**config.mk**
```make
export PLATFORM = sky130hd
export DESIGN_NAME = quad_step_decoder
export DESIGN_NICKNAME = d
export VERILOG_FILES = /design/src/rtl/quad_pkg.sv /design/src/rtl/quad_step_decoder_input_filter.sv /design/src/rtl/quad_step_decoder.sv
export SDC_FILE = /design/constraint.sdc
export NUM_CORES = 1
export LEC_CHECK = 0
export ABC_AREA = 1
export ABC_CLOCK_PERIOD_IN_PS = 9800
export CAP_MARGIN = 20
export CORE_AREA = 4 4 91 50
export CTS_CLUSTER_SIZE = 40
export DETAILED_ROUTE_END_ITERATION = 6
export DIE_AREA = 0 0 95 54
export PLACE_DENSITY = 0.68
export RECOVER_POWER = 50
export SLEW_MARGIN = 25
export SYNTH_ARGS = -nofsm -noshare
export SYNTH_HDL_FRONTEND = slang
export SYNTH_SLANG_ARGS = --single-unit
```
**constraint.sdc**
```tcl
create_clock -name clk -period 9.8 [get_ports clk]
set_clock_uncertainty 0.1 [all_clocks]
set_input_delay 1.47 -clock clk [delete_from_list [all_inputs] [get_ports clk]]
set_output_delay 1.47 -clock clk [all_outputs]
set_load 0.05 [all_outputs]
```
**src/rtl/quad_pkg.sv**
```systemverilog
// Shared types and Gray-code helpers for the quadrature step decoder.
package quad_pkg;

   // Filtered encoder state, packed as {a, b}.
   typedef logic [1:0] qstate_t;

   // Gray-code states in the order visited by forward rotation.
   localparam qstate_t S00 = 2'b00;
   localparam qstate_t S01 = 2'b01;
   localparam qstate_t S11 = 2'b11;
   localparam qstate_t S10 = 2'b10;

   // Outcome of comparing two consecutive filtered states.
   typedef enum logic [1:0] {
      DIR_NONE    = 2'd0,
      DIR_UP      = 2'd1,
      DIR_DOWN    = 2'd2,
      DIR_ILLEGAL = 2'd3
   } qdir_t;

   // Classify a transition: +1 along 00->01->11->10->00, -1 against it,
   // no action if unchanged, illegal if both bits flipped at once.
   function automatic qdir_t qdir(input qstate_t prev, input qstate_t cur);
      qdir_t result;
      if (prev == cur) begin
         result = DIR_NONE;
      end else begin
         case ({prev, cur})
            {S00, S01}, {S01, S11}, {S11, S10}, {S10, S00}: result = DIR_UP;
            {S00, S10}, {S10, S11}, {S11, S01}, {S01, S00}: result = DIR_DOWN;
            default:                                        result = DIR_ILLEGAL;
         endcase
      end
      return result;
   endfunction

endpackage

```
**src/rtl/quad_step_decoder_input_filter.sv**
```systemverilog
// One encoder channel: two-flop synchroniser followed by a debounce filter
// that accepts a new level only after it has been stable for DEBOUNCE cycles.
module input_filter #(
   parameter int DEBOUNCE = 4
) (
   input  logic clk,
   input  logic rst_n,
   input  logic raw,
   output logic level
);

   localparam int CNT_W = $clog2(DEBOUNCE + 1);
   localparam logic [CNT_W-1:0] CNT_DONE = CNT_W'(DEBOUNCE);

   logic             sync_1;
   logic             sync_2;
   logic [CNT_W-1:0] run_cnt;

   // Bring the asynchronous pin into the clk domain.
   // NOTE: the reset term sits in the sensitivity list, so rst_n clears these
   // flops at once without waiting for a clock edge.
   always_ff @(posedge clk or negedge rst_n) begin
      if (!rst_n) begin
         sync_1 <= 1'b0;
         sync_2 <= 1'b0;
      end else begin
         // NOTE: non-blocking assignments make the chain shift by one stage per
         // edge; blocking ones would collapse both flops into a single stage.
         sync_1 <= raw;
         sync_2 <= sync_1;
      end
   end

   // Count consecutive cycles of disagreement; any agreement restarts the run.
   always_ff @(posedge clk or negedge rst_n) begin
      if (!rst_n) begin
         run_cnt <= '0;
         level   <= 1'b0;
      end else if (sync_2 == level) begin
         run_cnt <= '0;
      end else if (run_cnt == CNT_DONE) begin
         level   <= sync_2;
         run_cnt <= '0;
      end else begin
         run_cnt <= run_cnt + CNT_W'(1);
      end
   end

endmodule

```
**src/rtl/quad_step_decoder.sv**
```systemverilog
// Quadrature front end: filters raw A/B pins, decodes Gray-code transitions
// into an edge accumulator, and emits one-cycle step pulses with direction
// plus a wrapping position count. Illegal double-bit jumps set a sticky err.
module quad_step_decoder
   import quad_pkg::*;
#(
   parameter int WIDTH          = 8,
   parameter int DEBOUNCE       = 4,
   parameter int EDGES_PER_STEP = 4   // 1, 2 or 4 edges per detent
) (
   input  logic             clk,
   input  logic             rst_n,
   input  logic             enc_a,
   input  logic             enc_b,
   input  logic             err_clr,
   output logic             step,
   output logic             up,
   output logic [WIDTH-1:0] count,
   output logic             err
);

   // One sign bit beyond what is needed to hold +/-EDGES_PER_STEP.
   localparam int ACC_W = $clog2(EDGES_PER_STEP + 1) + 1;
   typedef logic signed [ACC_W-1:0] acc_t;
   localparam acc_t ACC_TOP = acc_t'(EDGES_PER_STEP);
   localparam acc_t ACC_BOT = acc_t'(-EDGES_PER_STEP);

   logic    filt_a;
   logic    filt_b;
   qstate_t cur_state;
   qstate_t prev_state;
   qdir_t   dir;
   acc_t    acc;
   acc_t    acc_next;

   input_filter #(.DEBOUNCE(DEBOUNCE)) u_filter_a (
      .clk   (clk),
      .rst_n (rst_n),
      .raw   (enc_a),
      .level (filt_a)
   );

   input_filter #(.DEBOUNCE(DEBOUNCE)) u_filter_b (
      .clk   (clk),
      .rst_n (rst_n),
      .raw   (enc_b),
      .level (filt_b)
   );

   assign cur_state = {filt_a, filt_b};

   // Classify the latest filtered transition and form the candidate accumulator.
   always_comb begin
      // NOTE: default first so every path assigns acc_next and no latch appears.
      acc_next = acc;
      dir      = qdir(prev_state, cur_state);
      case (dir)
         DIR_UP:   acc_next = acc + acc_t'(1);
         DIR_DOWN: acc_next = acc - acc_t'(1);
         default:  acc_next = acc;
      endcase
   end

   // Register decode result: emit a step at a full detent, track position.
   always_ff @(posedge clk or negedge rst_n) begin
      if (!rst_n) begin
         prev_state <= S00;
         acc        <= '0;
         step       <= 1'b0;
         up         <= 1'b0;
         count      <= '0;
      end else begin
         prev_state <= cur_state;
         step       <= 1'b0;
         if (acc_next == ACC_TOP) begin
            step  <= 1'b1;
            up    <= 1'b1;
            count <= count + WIDTH'(1);
            acc   <= '0;
         end else if (acc_next == ACC_BOT) begin
            step  <= 1'b1;
            up    <= 1'b0;
            count <= count - WIDTH'(1);
            acc   <= '0;
         end else begin
            acc   <= acc_next;
         end
      end
   end

   // Sticky illegal-transition flag; a new violation outranks a clear.
   always_ff @(posedge clk or negedge rst_n) begin
      if (!rst_n) begin
         err <= 1'b0;
      end else if (dir == DIR_ILLEGAL) begin
         err <= 1'b1;
      end else if (err_clr) begin
         err <= 1'b0;
      end
   end

endmodule

```
==> results.cfg <==
[run_status]
status = finished with violations
violations = max-capacitance violations, max-slew violations

[clock_network]
cts-root-buf = clkbuf_8
cts.sinks = 29
clk_transition_reported_paths_ns = 0.07
cts_setup_buffers = 0
cts_buffer_depth = 2
htree_num_levels = 2
cts_made_buffers = 5
cts_hold_buf = 0
cts-resized-gates = 0
clock_latency_ns = 0.28
cts_tree = yes

[sta]
max_freq_ghz = 0.2548
max_slew_margin = -0.05711
setup_slack_ns = 5.876
finalHoldViolations = 0
rsz0062_at_grt = no
post-route-min-period_ns = 3.924
tns_ns = 0
setup_viol = 0
slew_violations = 30
finalCritPeriodShare = 0.4004
worst_pin_slew_ns = 1.586
whs_ns = 0.2485

[detailed_routing]
drc = 0
via_per_inst = 4.306
ant_nets = 0
via_count = 1042
wl_per_cell_um = 10.84
dr.pass1.iters = 4
wl_um = 2624
drt_iter0_markers = 40

[placement]
dp_slack_ns = 5.882
routabilityCongestion = 0.8576
port-buffer-count = 15
hpwl_um = 1956

[layout]
fin_nets = 207
diodes = 0
final_common_cell = nand2_1
drive_above_1_share = 0.1223
final_cell_mix = nand2_1 (40), dfrtp_1 (29), inv_1 (19)
syn2layout_area_growth_pct = 19.44

[worst_setup_path]
required_ns = 9.87
worstPathMaxFanout = 9
worstPathArrival_ns = 3.99
end_kind = flop
worstSetupPathType = flop to flop
cp-start-kind = flop

[global_route]
grt_max_degree = 30
first_global_vias = 1036
grt_pass1_wl_um = 4774
grt_overflow = 0
grt_use_total = 0.1230
antenna_found_initial = 0

[floorplanning]
die_h_um = 54
dieArea_um2 = 5130
boundaryPins = 16
chipWidth_um = 95
rows = 16
core_area_um2 = 3764
start_util = 0.4122

[synthesis]
synth-seq-cells = 29
yosysSeqAreaShare = 0.4677
synth_top_cell_by_area = dfrtp_1
netlist_area_um2 = 1551
yosysWarningCount = 0
synth_fp_nets = 185
synth_top_area_share = 0.4677
syn_avg_cell_area_um2 = 9.403
yosysUniqueCellTypes = 24
synth_cells = 165
synth_top_cells_by_area = dfrtp_1 (47%), ha_1 (11%), nand2_1 (9.7%)

[flow_run]
maxCapViolations = 1

[min_path]
hp-class = flop to flop
==> metrics by stage <==
stage	area [µm²]	std cells	util
global placement	1765	234	0.4691
global route	1853	242	0.4924
detailed placement	1765	234	0.4691
finish	1853	242	0.4924
floorplan	1551	165	-
CTS	1857	242	0.4934
==> final cells by class <==
class | instances | area [µm²]
timing repair buffer | 16 | 153.9
multi-input combinational | 114 | 735.7
fill | 377 | 1911
inverter | 21 | 78.83
sequential | 29 | 725.7
clock inverter | 3 | 22.52
tap | 54 | 67.56
clock buffer | 5 | 68.82
==> sequential cells by signal, indices dropped and copies added, names as in the netlist <==
register / count
acc: 4
count: 8
err: 1
prev_state: 2
step: 1
u_filter_a.level: 1
u_filter_a.run_cnt: 3
u_filter_a.sync_1: 1
u_filter_a.sync_2: 1
u_filter_b.level: 1
u_filter_b.run_cnt: 3
u_filter_b.sync_1: 1
u_filter_b.sync_2: 1
up: 1
==> path summary, 6_finish.rpt <==
kind / start / end / slack (ns) / cells past startpoint
max reg2reg: u_filter_a.level / count[6] / 5.88 / 22
min reg2reg: u_filter_a.sync_1 / u_filter_a.sync_2 / 0.25 / 0
max: u_filter_a.level / count[6] / 5.88 / 22
max in group asynchronous: rst_n / u_filter_a.sync_2 / 6.66 / 2
min in group asynchronous: rst_n / up / 2.02 / 2
min: u_filter_a.sync_1 / u_filter_a.sync_2 / 0.25 / 0
==> Yosys cell counts <==
master	count
a31oi_1	1
fa_1	1
xor2_1	5
o22ai_2	1
xnor2_1	10
nor2_2	2
or2_2	2
ha_1	14
o21ai_2	3
nand2_1	40
o21ai_0	2
buf_6	1
nand3_1	9
inv_2	2
mux2_2	2
nand4_1	2
nor2_4	1
nor2_1	10
nand2_2	2
a21oi_1	5
o21bai_1	1
inv_1	19
dfrtp_1	29
o21ai_1	1
==> logic make-up (layout without fill, tap and decap cells) <==
kind of cell,Yosys count,after routing,share of synthesized area
flops,29,29,0.4677
buf+inv,22,45,0.05807
xor+xnor,15,15,0.08467
fa+ha+maj,15,15,0.1258
mux,2,2,0.01452
compound gates,14,14,0.05968
simple gates,68,68,0.1895
==> routing by layer <==
| layer | part of all wire | routed length, µm | track usage | vias up |
|---|---|---|---|---|
| met2 | 0.37 | 983 | 0.1587 | 13 |
| met3 | 0.039 | 103 | 0.04190 | 2 |
| met4 | 0.0027 | 7 | 0.04306 | 0 |
| li1 | - | - | - | 564 |
| met1 | 0.58 | 1529 | 0.1856 | 463 |
| met5 | 0 | 0 | 0 | - |
==> worst max-delay path: stages, from the launching register on <==
cell	delay [ns]
dfrtp_1	0.45
xor2_1	0.20
o21ai_0	0.16
inv_1	0.09
ha_1	0.25
nand2_1	0.08
inv_1	0.04
nor2_1	0.13
ha_1	0.25
nand2_1	0.08
nand2_2	0.06
nor2_2	0.13
inv_1	0.08
nor2_4	0.22
nand2_1	0.29
ha_1	0.44
a21oi_1	0.16
nand2_1	0.08
nand2_1	0.09
nand2_1	0.07
a21oi_1	0.15
xor2_1	0.19
o21ai_2	0.06
Power is left out: the tool's default activity adds up to more than one toggle a clock period on the data nets, which glitch-free logic cannot reach.
